$ cat config.mk
export PLATFORM = sky130hd
export DESIGN_NAME = tff_chain_flat
export DESIGN_NICKNAME = d
export VERILOG_FILES = /design/src/rtl/tff_chain_if.sv /design/src/rtl/tff_chain.sv /design/src/flat_wrapper.sv
export SDC_FILE = /design/constraint.sdc
export NUM_CORES = 1
export LEC_CHECK = 0
export ABC_CLOCK_PERIOD_IN_PS = 1190
export CAP_MARGIN = 20
export CORE_AREA = 2 2 39 41
export DETAILED_ROUTE_END_ITERATION = 7
export DIE_AREA = 0 0 41 43
export GPL_ROUTABILITY_DRIVEN = 1
export GPL_TIMING_DRIVEN = 0
export SKIP_LAST_GASP = 1
export SYNTH_ARGS = -nofsm -noshare
export SYNTH_HDL_FRONTEND = slang
export SYNTH_SLANG_ARGS = --single-unit
$ cat constraint.sdc
create_clock -name clk -period 1.19 [get_ports clk]
set_input_delay 0.238 -clock clk [delete_from_list [all_inputs] [get_ports clk]]
set_output_delay 0.238 -clock clk [all_outputs]
set_load 0.005 [all_outputs]
$ cat src/rtl/tff_chain_if.sv
`default_nettype none
// ============================================================================
// Module      : tff_chain_if
// Description : Control/data bundle for tff_chain. The master drives the
//               controls and lane data, the slave returns the stage outputs.
//               toggle_cnt exists only when TFF_CHAIN_TCNT_EN is defined.
// Revision    : 1.0 - initial release
// ============================================================================
interface tff_chain_if #(
    parameter int WIDTH = 1,
    parameter int DEPTH = 2,
    parameter int TAP_W = (DEPTH > 1) ? $clog2(DEPTH) : 1,
    parameter int CNT_W = 8
);
    logic             en;
    logic             clr;
    logic             mode;
    logic [WIDTH-1:0] data;
    logic [TAP_W-1:0] tap_sel;
    logic [WIDTH-1:0] q;
    logic [WIDTH-1:0] q_tap;
    logic             q_valid;

    if (WIDTH < 1 || DEPTH < 1 || TAP_W < 1 || CNT_W < 1) begin : g_param_check
        $error("tff_chain_if: WIDTH, DEPTH, TAP_W and CNT_W must all be >= 1");
    end

`ifdef TFF_CHAIN_TCNT_EN
    logic [CNT_W-1:0] toggle_cnt;

    modport master (output en, clr, mode, data, tap_sel,
                    input  q, q_tap, q_valid, toggle_cnt);
    modport slave  (input  en, clr, mode, data, tap_sel,
                    output q, q_tap, q_valid, toggle_cnt);
`else
    modport master (output en, clr, mode, data, tap_sel,
                    input  q, q_tap, q_valid);
    modport slave  (input  en, clr, mode, data, tap_sel,
                    output q, q_tap, q_valid);
`endif
endinterface
`default_nettype wire

$ cat src/rtl/tff_chain.sv
`default_nettype none
// ============================================================================
// Module      : tff_chain
// Description : WIDTH lanes of DEPTH-stage toggle (T-FF) or delay (D shift)
//               cascade with enable, sync clear, fill-valid flag and stage tap.
//               Optional toggle counter on q enabled by TFF_CHAIN_TCNT_EN.
// Revision    : 1.0 - initial release
// ============================================================================
module tff_chain #(
    parameter int WIDTH = 1,
    parameter int DEPTH = 2,
    parameter int TAP_W = (DEPTH > 1) ? $clog2(DEPTH) : 1,
    parameter int CNT_W = 8
) (
    input  logic       clk,
    input  logic       rst,
    tff_chain_if.slave bus
);
    localparam int                FILL_W   = $clog2(DEPTH + 1);
    localparam logic [FILL_W-1:0] FILL_MAX = FILL_W'(DEPTH);

    logic [WIDTH-1:0]  stage_q [DEPTH];
    logic [WIDTH-1:0]  stage_d [DEPTH];
    logic [FILL_W-1:0] fill_q;
    logic [FILL_W-1:0] fill_d;
    logic              valid_q;
    logic [WIDTH-1:0]  tap_mux;

    if (WIDTH < 1 || DEPTH < 1 || TAP_W < 1 || CNT_W < 1) begin : g_param_check
        $error("tff_chain: WIDTH, DEPTH, TAP_W and CNT_W must all be >= 1");
    end

    // Each stage is fed by its predecessor's old value; stage 0 by lane data.
    for (genvar k = 0; k < DEPTH; k++) begin : g_stage
        logic [WIDTH-1:0] src;
        if (k == 0) begin : g_head
            assign src = bus.data;
        end else begin : g_link
            assign src = stage_q[k-1];
        end
        assign stage_d[k] = bus.mode ? src : (stage_q[k] ^ src);
    end

    assign fill_d = (fill_q == FILL_MAX) ? fill_q : fill_q + FILL_W'(1);

    always_ff @(posedge clk or posedge rst) begin
        if (rst) begin
            for (int k = 0; k < DEPTH; k++) stage_q[k] <= '0;
            fill_q  <= '0;
            valid_q <= 1'b0;
        end else if (bus.clr) begin
            for (int k = 0; k < DEPTH; k++) stage_q[k] <= '0;
            fill_q  <= '0;
            valid_q <= 1'b0;
        end else if (bus.en) begin
            for (int k = 0; k < DEPTH; k++) stage_q[k] <= stage_d[k];
            fill_q  <= fill_d;
            valid_q <= (fill_d == FILL_MAX);
        end
    end

    // Out-of-range selects fall through to zero.
    always_comb begin
        tap_mux = '0;
        for (int k = 0; k < DEPTH; k++) begin
            if (32'(bus.tap_sel) == k) tap_mux = stage_q[k];
        end
    end

    assign bus.q       = stage_q[DEPTH-1];
    assign bus.q_tap   = tap_mux;
    assign bus.q_valid = valid_q;

`ifdef TFF_CHAIN_TCNT_EN
    logic [WIDTH-1:0] q_prev_q;
    logic [CNT_W-1:0] tcnt_q;

    // A change on q is counted one enabled edge after it becomes visible.
    always_ff @(posedge clk or posedge rst) begin
        if (rst) begin
            q_prev_q <= '0;
            tcnt_q   <= '0;
        end else if (bus.clr) begin
            q_prev_q <= '0;
            tcnt_q   <= '0;
        end else if (bus.en) begin
            q_prev_q <= stage_q[DEPTH-1];
            if ((stage_q[DEPTH-1] != q_prev_q) && (tcnt_q != '1)) begin
                tcnt_q <= tcnt_q + CNT_W'(1);
            end
        end
    end

    assign bus.toggle_cnt = tcnt_q;
`endif
endmodule
`default_nettype wire

$ cat src/flat_wrapper.sv
// flat-port wrapper written by rule: the top's interface ports become plain ports
module tff_chain_flat 
#(
    parameter int WIDTH = 1,
    parameter int DEPTH = 2,
    parameter int TAP_W = (DEPTH > 1) ? $clog2(DEPTH) : 1,
    parameter int CNT_W = 8
)
  (clk, rst, bus_en, bus_clr, bus_mode, bus_data, bus_tap_sel, bus_q, bus_q_tap, bus_q_valid);
  tff_chain_if #(.WIDTH(WIDTH), .DEPTH(DEPTH), .TAP_W(TAP_W), .CNT_W(CNT_W)) bus_i ();
  input  logic clk;
  input  logic rst;
  input wire logic [$bits(bus_i.en)-1:0] bus_en;
  input wire logic [$bits(bus_i.clr)-1:0] bus_clr;
  input wire logic [$bits(bus_i.mode)-1:0] bus_mode;
  input wire logic [$bits(bus_i.data)-1:0] bus_data;
  input wire logic [$bits(bus_i.tap_sel)-1:0] bus_tap_sel;
  output wire logic [$bits(bus_i.q)-1:0] bus_q;
  output wire logic [$bits(bus_i.q_tap)-1:0] bus_q_tap;
  output wire logic [$bits(bus_i.q_valid)-1:0] bus_q_valid;
  assign bus_i.en = bus_en;
  assign bus_i.clr = bus_clr;
  assign bus_i.mode = bus_mode;
  assign bus_i.data = bus_data;
  assign bus_i.tap_sel = bus_tap_sel;
  assign bus_q = bus_i.q;
  assign bus_q_tap = bus_i.q_tap;
  assign bus_q_valid = bus_i.q_valid;
  tff_chain #(.WIDTH(WIDTH), .DEPTH(DEPTH), .TAP_W(TAP_W), .CNT_W(CNT_W)) u_core (.clk(clk), .rst(rst), .bus(bus_i));
endmodule
## Word level (Yosys, flattened, before mapping)

Index checks and enable logic that the tools add are counted.

| word-level totals | value |
|---|---|
| flip-flop bits (word level) | 5 |
| output and inout port bits | 3 |
| logic and storage cells | 20 |

| operators by class | value |
|---|---|
| add/subtract/negate cells | 1 |
| bitwise gates (word level) | 2 |
| equal/unequal tests | 2 |
| muxes and demuxes | 10 |
| reductions and logical operators | 1 |

Operator list:

| operator | number |
|---|---|
| 2-bit 2-to-1 mux | 5 |
| 1-bit 2-to-1 mux | 5 |
| 2-bit == test (second input constant) | 2 |
| 2-bit by 1-bit adder with 2-bit output (second input constant) | 1 |
| 2-bit nonzero test | 1 |
| 1-bit XOR | 2 |

## Logic depth before layout (Yosys ltp)

| depth | value |
|---|---|
| depth in word-level cells | 5 |
| depth in mapped cells | 4 |
| depth with buffers taken out | 4 |

## Worst setup path before layout

OpenSTA, ideal clock, no wires.

| path | value |
|---|---|
| path type | flip-flop to flip-flop |
| start point | register, netlist name u_core.bus.q_valid |
| end point | register u_core.valid_q, in the netlist u_core.bus.q_valid |
| setup slack | 255 ps |
| cell stages (with the launch flop) | 5 |
| arrival time | 816 ps |
| library setup time | 118 ps |
| cells stage by stage | dfrtp_1 > inv_1 > ha_1 > mux2i_1 > nor2_1 |

RTL lines:

| item | RTL line | source |
|---|---|---|
| end signal, assigned | tff_chain.sv:58 | `valid_q <= (fill_d == FILL_MAX);` |
| end, declared | tff_chain.sv:26 | `logic valid_q;` |

## Worst setup path after layout

| path | value |
|---|---|
| start point | register u_core.stage_q (netlist bit u_core.bus.q) |
| end point | output port bus_q_tap |

| between the ends | value |
|---|---|
| longest elaborated chain between the ends | 1 |

RTL lines:

| item | RTL line | source |
|---|---|---|
| start, declared | tff_chain.sv:22 | `logic [WIDTH-1:0] stage_q [DEPTH];` |
| 1-bit 2-to-1 mux | tff_chain.sv:66 | `if (32'(bus.tap_sel) == k) tap_mux = stage_q[k];` |
| end, declared | flat_wrapper.sv:19 | `output wire logic [$bits(bus_i.q_tap)-1:0] bus_q_tap;` |

Every way passes these cells.

==> flow_summary.html <==
<table>
<tr><th>Metric</th><th>Value</th></tr>
<tr><th colspan="2">Setup path</th></tr>
<tr><td>Cells on worst reg2reg path</td><td>5</td></tr>
<tr><td>Worst setup path class</td><td>flop to output pin</td></tr>
<tr><td>Startpoint of the worst-slack reg-to-reg timing path</td><td>u_core.bus.q_valid</td></tr>
<tr><td>R2r setup slk</td><td>~0.12 ns</td></tr>
<tr><td>Critical-path maximum fanout</td><td>3</td></tr>
<tr><td>Master of the slowest instance on the critical path</td><td>dfrtp_1</td></tr>
<tr><td>Startpoint kind of the worst setup timing path</td><td>flop</td></tr>
<tr><td>Critical path cell sequence</td><td>mux2_4 &gt; buf_6</td></tr>
<tr><td>Critical path arrival</td><td>~0.99 ns</td></tr>
<tr><td>Maximum cell stage delay along the critical path</td><td>about 0.38 ns</td></tr>
<tr><td>Kind of capture point of the worst setup path</td><td>output pin</td></tr>
<tr><td>Worst endpoint required time</td><td>between 0.9 and 1 ns</td></tr>
<tr><td>Critical register-to-register path endpoint</td><td>u_core.bus.q_valid</td></tr>
<tr><th colspan="2">Drt</th></tr>
<tr><td>First drt pass iteration count</td><td>2</td></tr>
<tr><td>DRC violations left</td><td>0</td></tr>
<tr><td>Average vias per placed instance</td><td>3.82</td></tr>
<tr><td>Final WL</td><td>roughly 480 µm</td></tr>
<tr><td>Initial DRC count</td><td>1</td></tr>
<tr><td>Post-route ant nets</td><td>0</td></tr>
<tr><td>Average wire per standard cell</td><td>8.75 µm</td></tr>
<tr><td>Total vias in the final route</td><td>210</td></tr>
<tr><th colspan="2">Finish</th></tr>
<tr><td>Nets</td><td>49</td></tr>
<tr><td>Most frequent cells in the layout</td><td>5 x clkdlybuf4s50_1, 4 x inv_1, 4 x buf_4, 4 x dfrtp_1</td></tr>
<tr><td>Layout area overhead</td><td>68.6%</td></tr>
<tr><td>Count of inserted antenna diode cells</td><td>0</td></tr>
<tr><td>Most frequent standard cell in the layout excluding fill and tap cells</td><td>clkdlybuf4s50_1</td></tr>
<tr><td>Post-layout util</td><td>between 20% and 30%</td></tr>
<tr><td>Fraction of layout instances using a drive strength above 1</td><td>about 26%</td></tr>
<tr><th colspan="2">Power and ir drop</th></tr>
<tr><td>Worst supply voltage drop on vdd</td><td>440 µV</td></tr>
<tr><td>Leakage power figure</td><td>0.199 nW</td></tr>
<tr><td>Post-layout total power</td><td>406 µW</td></tr>
<tr><td>Power Density</td><td>slightly above 1000 mW/mm²</td></tr>
<tr><th colspan="2">STA</th></tr>
<tr><td>Max-slew violation total from the final report</td><td>0</td></tr>
<tr><td>Final setup violating endpoints</td><td>1</td></tr>
<tr><td>Fin Clk Skew</td><td>~0.000021 ns</td></tr>
<tr><td>Fmax</td><td>815 MHz</td></tr>
<tr><td>Post-layout minimum cycle time</td><td>1.23 ns</td></tr>
<tr><td>Headroom to the max-slew limit</td><td>a little over four fifths</td></tr>
<tr><td>Slack of the critical path</td><td>-0.0366 ns</td></tr>
<tr><td>Portion of the clock cycle consumed by the worst path in the final layout</td><td>103%</td></tr>
<tr><td>Setup repair after global routing missed its margin</td><td>yes</td></tr>
<tr><td>Worst Tran Pin Value</td><td>0.242 ns</td></tr>
<tr><td>Final hold violation count</td><td>0</td></tr>
<tr><th colspan="2">Floorplan</th></tr>
<tr><td>Placement Rows</td><td>14</td></tr>
<tr><td>Core area</td><td>between 0.001 and 0.0015 mm²</td></tr>
<tr><td>Vertical die dimension</td><td>around 43 µm</td></tr>
<tr><td>Die Wd</td><td>41 µm</td></tr>
<tr><td>Ports</td><td>10</td></tr>
<tr><td>Initial core utilization</td><td>~17%</td></tr>
<tr><td>Die Footprint</td><td>roughly 0.0018 mm²</td></tr>
<tr><th colspan="2">CTS</th></tr>
<tr><td>Maximum clock insertion buffer count</td><td>2</td></tr>
<tr><td>Clock latency at the later pin of the worst-skew pair</td><td>0.23 ns</td></tr>
<tr><td>Num CTS Buffers</td><td>3</td></tr>
<tr><td>Clock tree from TritonCTS</td><td>built</td></tr>
<tr><td>Number of H-tree branching levels</td><td>1</td></tr>
<tr><td>Register clock-pin slew on the reported worst setup and hold paths</td><td>about 0.040 ns</td></tr>
<tr><td>Number of sinks handled by clock tree synthesis</td><td>4</td></tr>
<tr><td>Cell at the root of the clock tree</td><td>clkbuf_4</td></tr>
<tr><td>Hold buffers post-CTS</td><td>0</td></tr>
<tr><th colspan="2">Place</th></tr>
<tr><td>Sum of net half-perimeters after detailed placement</td><td>345 µm</td></tr>
<tr><td>Worst slack at placement</td><td>-0.509 ns</td></tr>
<tr><td>Buffers on Ports</td><td>9</td></tr>
<tr><td>Placer's final routability congestion estimate</td><td>0.662</td></tr>
<tr><th colspan="2">Status</th></tr>
<tr><td>Result of the run</td><td>complete, but fails checks</td></tr>
<tr><td>Violations in the final reports</td><td>setup timing</td></tr>
<tr><th colspan="2">Logic synthesis</th></tr>
<tr><td>Unique cell type count in the Yosys netlist</td><td>12</td></tr>
<tr><td>Register bit count reported by yosys</td><td>4</td></tr>
<tr><td>Post-synthesis cell count</td><td>23</td></tr>
<tr><td>Post-synthesis area per instance</td><td>between 10 and 15 µm²</td></tr>
<tr><td>Share of synthesized area occupied by flip-flops and latches</td><td>41.9%</td></tr>
<tr><td>Synthesized area</td><td>239 µm²</td></tr>
<tr><td>Syn nets</td><td>31</td></tr>
<tr><td>Yosys warnings</td><td>0</td></tr>
<tr><th colspan="2">Flow run</th></tr>
<tr><td>Max-cap violations</td><td>0</td></tr>
<tr><th colspan="2">GRT</th></tr>
<tr><td>Largest net degree at the start of global routing</td><td>7</td></tr>
<tr><td>Initial antenna violation count</td><td>0</td></tr>
<tr><td>Wire length of the first global-routing pass</td><td>807 µm</td></tr>
<tr><td>Vias in the first global route</td><td>223</td></tr>
<tr><td>Total global routing overflow</td><td>0</td></tr>
<tr><td>GRT Total Usage</td><td>slightly above 7%</td></tr>
<tr><th colspan="2">Hold path</th></tr>
<tr><td>Class of the tightest hold or removal check</td><td>input port to async pin</td></tr>
</table>
==> how the worst max path moves through the flow <==
stage,startpoint,end,cells after the start
CTS,u_core.g_stage[1].src,bus_q_tap,2
finish,u_core.bus.q,bus_q_tap,2
floorplan,u_core.bus.q_valid,u_core.bus.q_valid,4
global placement,bus_tap_sel,bus_q_tap,3
detailed placement,bus_tap_sel,bus_q_tap,3
global route,u_core.bus.q,bus_q_tap,2
==> metal layers <==
metal  track usage [%]  share of wire (%)  up-vias
li1                  -                  -      110
met1              8.14                 42       94
met2              10.0                 49        6
met3              1.57                8.5        0
met4              8.00                  0        0
met5                 0                  0        -
==> report_power, final <==
part           internal (mW)  leakage, nW  switching [mW]
Clock                  0.112       0.0138          0.0485
Combinational         0.0575        0.131          0.0357
Sequential             0.147       0.0536         0.00513
==> cell usage after synthesis <==
master / instances / area [µm²]
o32ai_2: 1 / 16.3
nand2b_1: 2 / 12.5
dfrtp_1: 4 / 100
nor2b_1: 2 / 12.5
o21a_1: 1 / 7.51
nor2_1: 2 / 7.51
mux2_2: 1 / 11.3
o2bb2ai_1: 1 / 8.76
ha_1: 1 / 12.5
mux2i_1: 3 / 30.0
o21ai_0: 1 / 5.00
inv_1: 4 / 15.0
==> registers in the layout, summed over array words and instances, names as in the netlist <==
name and flops:
u_core.bus.q_valid 1, u_core.fill_q 1, u_core.g_stage.src 1, u_core.bus.q 1
==> layout make-up <==
type | count | area (µm²)
fill | 155 | 981
multi-input combinational | 15 | 128
timing repair buffer | 13 | 118
sequential | 4 | 100
clock buffer | 3 | 22.5
tap | 16 | 20.0
inverter | 4 | 15.0
==> worst max-delay path: cells and delay by family (launching register included) <==
kind,cells,cell delay (ns)
DFF,1,0.38
muxes,1,0.27
buffers and inverters,1,0.11
==> through the flow <==
step	cell area [µm²]	hold slack (ns)	TNS (ns)	cells
after global placement	349	0.429	-0.764	48
final	403	0.186	-0.0366	55
after floorplan	239	0.00408	0	23
after global routing	403	0.219	-0.0552	55
after detailed placement	349	0.430	-0.772	48
after CTS	382	0.180	-0.0721	53
==> cell families (layout without fill, tap and decap cells) <==
| family | after synthesis | count (layout) | share of synthesized area [%] |
|---|---|---|---|
| flops | 4 | 4 | 41.9 |
| simple gates | 6 | 6 | 13.6 |
| mux | 4 | 4 | 17.3 |
| buf+inv | 4 | 20 | 6.28 |
| compound gates | 4 | 4 | 15.7 |
| fa+ha+maj | 1 | 1 | 5.23 |
==> what timing repair did <==
item                       4_1_cts  5_1_grt
setup endpoints to repair        3        1
buffers inserted                 2        2
resized for setup                8        1
Note: power is estimated with default switching activity, not from simulation.
